--- src/rtl/dma_perf_monitor.sv ---
// dma_perf_monitor: saturating beat/byte/stall/latency/cycle counters for the DMA AXI engine.
// Define DMA_PERF_OVF_IRQ_EN to add the sticky overflow interrupt (ovf_irq/ovf_ack).
module dma_perf_monitor #(
  parameter int NUM_PORTS  = 1,
  parameter int NUM_PERIPH = 1,
  parameter int DATA_W     = 64,
  parameter int CNT_W      = 32,
  parameter int SEL_W      = 8
) (
  input  logic                          clk,
  input  logic                          rstn,
  input  logic                          mon_start,
  input  logic                          mon_stop,
  input  logic                          mon_clear,
  input  logic [NUM_PORTS*DATA_W/8-1:0] wstrb,
  input  logic [NUM_PORTS-1:0]          wvalid,
  input  logic [NUM_PORTS-1:0]          wready,
  input  logic [NUM_PORTS-1:0]          rvalid,
  input  logic [NUM_PORTS-1:0]          rready,
  input  logic [NUM_PERIPH-1:0]         periph_tx_req,
  input  logic [NUM_PERIPH-1:0]         periph_tx_clr,
  input  logic [NUM_PERIPH-1:0]         periph_rx_req,
  input  logic [NUM_PERIPH-1:0]         periph_rx_clr,
  input  logic [SEL_W-1:0]              cnt_sel,
  output logic [CNT_W-1:0]              cnt_rdata,
  output logic                          mon_running
`ifdef DMA_PERF_OVF_IRQ_EN
  ,
  output logic                          ovf_irq,
  input  logic                          ovf_ack
`endif
);

  localparam int SW   = DATA_W / 8;
  localparam int NLAT = NUM_PERIPH * 2;
  localparam int BASE = NUM_PORTS * 5;
  localparam int CYC  = BASE + NLAT;
  localparam int NCNT = CYC + 1;
  localparam logic [CNT_W-1:0] MAXV = '1;
  localparam logic [CNT_W-1:0] ONE  = CNT_W'(1);

  typedef enum logic [1:0] {
    IDLE,
    RUN,
    FROZEN
  } state_t;

  state_t state, state_nxt;

  logic [CNT_W-1:0] cnt     [NCNT];
  logic [CNT_W-1:0] cnt_nxt [NCNT];
  logic [CNT_W-1:0] lat     [NLAT];
  logic [NLAT-1:0]  lreq;
  logic [NLAT-1:0]  lclr;
  logic [NLAT-1:0]  pend;
  logic [CNT_W-1:0] rd_nxt;
  logic             run;

  assign run         = (state == RUN);
  assign mon_running = run;

  function automatic logic [CNT_W-1:0] sat_add(
    input logic [CNT_W-1:0] a,
    input logic [CNT_W-1:0] b
  );
    logic [CNT_W:0] s;
    s = {1'b0, a} + {1'b0, b};
    return s[CNT_W] ? MAXV : s[CNT_W-1:0];
  endfunction

  function automatic logic [CNT_W-1:0] popcnt(
    input logic [SW-1:0] s
  );
    logic [CNT_W-1:0] n;
    n = '0;
    for (int i = 0; i < SW; i++) begin
      if (s[i]) n = n + ONE;
    end
    return n;
  endfunction

  always_ff @(posedge clk or negedge rstn) begin
    if (!rstn) state <= IDLE;
    else       state <= state_nxt;
  end

  always_comb begin
    state_nxt = state;
    priority case (1'b1)
      mon_clear: state_nxt = IDLE;
      mon_stop:  if (run) state_nxt = FROZEN;
      mon_start: if (!run) state_nxt = RUN;
      default:   state_nxt = state;
    endcase
  end

  // tracker j = q*2 + dir (dir 0 = tx, 1 = rx) matches the readback layout
  always_comb begin
    lreq = '0;
    lclr = '0;
    for (int q = 0; q < NUM_PERIPH; q++) begin
      lreq[q*2]   = periph_tx_req[q];
      lreq[q*2+1] = periph_rx_req[q];
      lclr[q*2]   = periph_tx_clr[q];
      lclr[q*2+1] = periph_rx_clr[q];
    end
  end

  always_ff @(posedge clk or negedge rstn) begin
    if (!rstn) begin
      pend <= '0;
      for (int j = 0; j < NLAT; j++) lat[j] <= '0;
    end else begin
      for (int j = 0; j < NLAT; j++) begin
        if (mon_clear) begin
          pend[j] <= 1'b0;
          lat[j]  <= '0;
        end else if (pend[j]) begin
          if (lclr[j]) pend[j] <= 1'b0;
          else         lat[j]  <= sat_add(lat[j], ONE);
        end else if (lreq[j] && !lclr[j]) begin
          pend[j] <= 1'b1;
          lat[j]  <= ONE;
        end
      end
    end
  end

  always_comb begin
    for (int i = 0; i < NCNT; i++) cnt_nxt[i] = cnt[i];
    if (run) begin
      for (int p = 0; p < NUM_PORTS; p++) begin
        if (wvalid[p] && wready[p]) begin
          cnt_nxt[p*5]   = sat_add(cnt[p*5], ONE);
          cnt_nxt[p*5+1] = sat_add(cnt[p*5+1],
                                   popcnt(wstrb[p*SW +: SW]));
        end
        if (wvalid[p] && !wready[p])
          cnt_nxt[p*5+2] = sat_add(cnt[p*5+2], ONE);
        if (rvalid[p] && rready[p])
          cnt_nxt[p*5+3] = sat_add(cnt[p*5+3], ONE);
        if (rvalid[p] && !rready[p])
          cnt_nxt[p*5+4] = sat_add(cnt[p*5+4], ONE);
      end
      for (int j = 0; j < NLAT; j++) begin
        if (lclr[j] && pend[j] && (lat[j] > cnt[BASE+j]))
          cnt_nxt[BASE+j] = lat[j];
      end
      cnt_nxt[CYC] = sat_add(cnt[CYC], ONE);
    end
  end

  always_ff @(posedge clk or negedge rstn) begin
    if (!rstn) begin
      for (int i = 0; i < NCNT; i++) cnt[i] <= '0;
    end else if (mon_clear) begin
      for (int i = 0; i < NCNT; i++) cnt[i] <= '0;
    end else begin
      for (int i = 0; i < NCNT; i++) cnt[i] <= cnt_nxt[i];
    end
  end

  // out-of-range selects fall through to zero
  always_comb begin
    rd_nxt = '0;
    for (int i = 0; i < NCNT; i++) begin
      if (cnt_sel == SEL_W'(i)) rd_nxt = cnt[i];
    end
  end

  always_ff @(posedge clk or negedge rstn) begin
    if (!rstn) cnt_rdata <= '0;
    else       cnt_rdata <= rd_nxt;
  end

`ifdef DMA_PERF_OVF_IRQ_EN
  logic reach;

  always_comb begin
    reach = 1'b0;
    for (int i = 0; i < NCNT; i++) begin
      if ((cnt_nxt[i] == MAXV) && (cnt[i] != MAXV)) reach = 1'b1;
    end
  end

  always_ff @(posedge clk or negedge rstn) begin
    if (!rstn)          ovf_irq <= 1'b0;
    else if (mon_clear) ovf_irq <= 1'b0;
    else if (reach)     ovf_irq <= 1'b1;
    else if (ovf_ack)   ovf_irq <= 1'b0;
  end
`endif

endmodule
--- config.mk ---
export PLATFORM = sky130hd
export DESIGN_NAME = dma_perf_monitor
export DESIGN_NICKNAME = d
export VERILOG_FILES = /design/src/rtl/dma_perf_monitor.sv
export SDC_FILE = /design/constraint.sdc
export NUM_CORES = 1
export LEC_CHECK = 0
export BUFFER_PORTS_ARGS = -buffer_cell sky130_fd_sc_hd__buf_2
export CAP_MARGIN = 20
export CELL_PAD_IN_SITES_DETAIL_PLACEMENT = 1
export CELL_PAD_IN_SITES_GLOBAL_PLACEMENT = 2
export CORE_ASPECT_RATIO = 1.2
export CORE_UTILIZATION = 34
export CTS_CLUSTER_SIZE = 25
export DETAILED_ROUTE_END_ITERATION = 16
export PLACE_DENSITY = 0.79
export SYNTH_ARGS = -nofsm -noshare
export SYNTH_HDL_FRONTEND = slang
export SYNTH_SLANG_ARGS = --single-unit
--- constraint.sdc ---
create_clock -name clk -period 4.7 [get_ports clk]
set_input_delay 0.235 -clock clk [delete_from_list [all_inputs] [get_ports clk]]
set_output_delay 0.235 -clock clk [all_outputs]
set_load 0.005 [all_outputs]
==> results.cfg <==
[clocking]
cts_tree = built
clk_latency_ns = 0.60
cts_buffers = 43
clock-sinks = 356
cts-root-buf = clkbuf_16
clockBufferDepth = 3
clk_pin_slew_ns = 0.06
h-tree-depth = 2

[finish]
regArea_um2 = 8909
multi_input_area_um2 = 12740
layout.cells.non_filler = 3420
nets = 2671
drive_gt1_share_pct = 11.17
diodes = 0
syn2layout_area_growth_pct = 14.12
fillers = 7477

[setup_path]
reg2reg_from = cnt[79]
start_kind = input pin
cpMostUsedCell = ha_1
path_max_fanout = 7
endpoint_kind = flop
reg2regPathDepth = 10
path_buf_inv = 7
crit_family = adder cells
critPathMaxStageDelay_ns = 0.35
worst_ep_required_time_ns = 5.21
crit_slowest_cell = ha_1
r2r-end = cnt[71]
critPathKind = in2reg
timing.reg2reg.setup_slack_ns = 1.37
critPathArrivalTime_ns = 5.05

[logic_synthesis]
syn_area_um2 = 22420
synthTopCellsByArea = dfrtp_1, ha_1, mux2i_1
syn_inst = 2524
synth_top_area_share_pct = 39.73
yosysMostFrequentCell = dfrtp_1
synth_top_flop_cell = dfrtp_1
synth_edf_count = 0
synth_seq_cells = 356
synth_cell_type_count = 81
yosys_warnings = 0
synth_area_leader_cell = dfrtp_1
synth_common_cells = dfrtp_1, nor2_1, o21ai_0
ys_seq_area_share_pct = 39.73
synthArstFlopShare_pct = 100.0
syn_avg_cell_area_um2 = 8.884

[placed_design]
dp.cells = 3326
place_hpwl_mm = 56.12
gp_congestion = 0.8623
port_buffers = 61

[pwr]
p_per_area_nw_per_um2 = 281.9
p_int_w = 0.005383
p_total_w = 0.007214
swShare_pct = 25.38
p_leak_nw = 10.16
power_frac_comb_pct = 8.0
ir_drop_uv = 193.2
seqPwrFrac_pct = 42.8
switchingPower_w = 0.001831
clkPwrFrac_pct = 49.2

[floorplanning]
core_area_um2 = 64830
rows = 102
die_h_um = 283.3
start_util_pct = 34.59
dieArea_um2 = 66990
die_x_um = 236.4
io_pins = 62

[sta]
tightest_slew_ns = 1.097
fin_crit_ns = 4.541
finClkSkew_ns = 0.03214
max_freq_ghz = 0.2202
slew_violations = 0
hold_viol_final = 0
period_share_pct = 96.62
setup-violations-final = 0
slew-limit-headroom_pct = 26.86

[grt]
grt_pass1_wl_mm = 124.5
grt_pass1_vias = 21170
grtUsageTotal_pct = 23.44
grt_max_degree = 181
grt_antenna_before_repair = 2
grt_overflow_total = 0

[detailed_routing]
wire_per_inst_um = 23.06
remaining_drc_errors = 0
drtAntennaViolNets = 0
firstDrtPassIters = 5
routed_via_density = 5.971
detail_route.wirelength_mm = 78.88
first_iter_violations = 1328
route.vias.total = 20420

[status]
outcome = completed

[hold_path]
min_to = pend[0]
hp-start = periph_tx_clr
hold_depth = 3
min_path_type = in2reg

[job]
cap_violations = 0
[per-stage QoR]
stage	instance area (µm²)	hold slack (ns)	TNS, ns	setup slack, ns	utilization (%)
3_5_place_dp	23870	0.3570	-15.00	-0.6533	36.82
4_1_cts	25410	0.02363	0	0.01225	39.20
6_report	25590	0.04085	0	0.1588	39.47
2_1_floorplan	22580	-0.06059	-0.05609	-0.03788	-
3_3_place_gp	23870	0.3474	-7.257	-0.3772	36.82
5_1_grt	25590	0.09197	-0.2958	-0.04569	39.47
[power groups by stage]
stage,logic (W),clock network [W],registers (W)
2_1_floorplan,0.000318,0,0.00314
3_3_place_gp,0.000522,0,0.00314
3_5_place_dp,0.000547,0,0.00314
4_1_cts,0.000553,0.00364,0.00309
5_1_grt,0.000641,0.00375,0.00309
6_report,0.000578,0.00355,0.00309
[worst register-to-register path, cell delays in order, from the launching register on]
cell and delay, ns:
dfrtp_1 0.51, inv_1 0.08, ha_1 0.31, nand3_1 0.11, nor3_1 0.22, nand3_1 0.18
o221ai_1 0.38, a211oi_1 0.18, a221oi_4 0.71, buf_12 0.31, mux2i_1 0.27
[flip-flops by register name (all words and copies together) (netlist names)]
register and flops:
pend 2, lat 64, cnt 256, cnt_rdata 32
state 2
[how the worst max path moves through the flow]
stage,from,end,slack [ns],cells past startpoint
2_1_floorplan,wstrb[1],cnt[217],-0.04,27
3_3_place_gp,wstrb[1],cnt[207],-0.38,28
3_5_place_dp,wstrb[1],cnt[207],-0.65,28
4_1_cts,wstrb[1],cnt[214],0.01,29
5_1_grt,wstrb[0],cnt[204],-0.05,30
6_report,wstrb[0],cnt[202],0.16,30
[metal layers]
metal / vias up / global-route usage [%] / part of all wire (%)
met2: 433 / 38.51 / 48
met4: 2 / 9.269 / 3.9
met3: 138 / 2.913 / 4.0
met5: - / 0 / 0.013
met1: 10460 / 31.22 / 44
li1: 9389 / - / -
[cell families (layout without fill, tap and decap cells)]
group | Yosys count | after routing | synth area share (%)
AND/OR/NAND/NOR | 970 | 970 | 22.34
AO/OA/AOI/OAI | 697 | 697 | 20.08
flip-flops | 356 | 356 | 39.73
buffers and inverters | 263 | 325 | 4.553
multiplexers | 129 | 129 | 7.494
adder cells (fa/ha/maj) | 88 | 88 | 4.944
XOR/XNOR | 20 | 20 | 0.8425
other | 1 | 3 | 0.01672
[placed cells by master, fill, tap and decap left out, types with 8 or more instances in the layout]
cell type	count
o31ai_1	9
a211oi_1	54
clkbuf_8	15
xor2_1	10
dfrtp_1	356
a31oi_1	44
nand2_1	161
nand4_1	38
a21oi_1	173
inv_1	110
a221oi_1	30
nand2b_1	144
a41oi_1	15
nor3_1	89
a311oi_1	69
nand3_1	119
clkbuf_1	10
a21o_1	12
buf_4	59
ha_1	83
and3_1	64
xnor2_1	8
mux2i_1	95
clkbuf_16	43
a22o_1	32
buf_2	57
o21ai_0	180
nor3_2	8
or3_1	8
and4_1	28
nor4_1	8
mux4_2	31
nor2_1	224
o21a_1	15
nor2b_1	11
and2_1	26
[area by class of cell]
class	count	share of cell area (%)
flip-flops and latches	356	34.81
clock inverters	12	0.7041
well taps	832	4.068
inverters	114	1.731
multi-input cells	1907	49.78
clock buffers	67	5.105
repair buffers	132	3.804
[timing repair]
item                       in CTS  in global routing
buffers inserted                0                  8
hold endpoints to repair      100                  0
setup endpoints to repair       1                 32
hold buffers                    5                  0
pin swaps                       0                 15
gates cloned                    0                  0
resized for setup               1                 22
No activity file was read; power rests on OpenSTA's default activity.
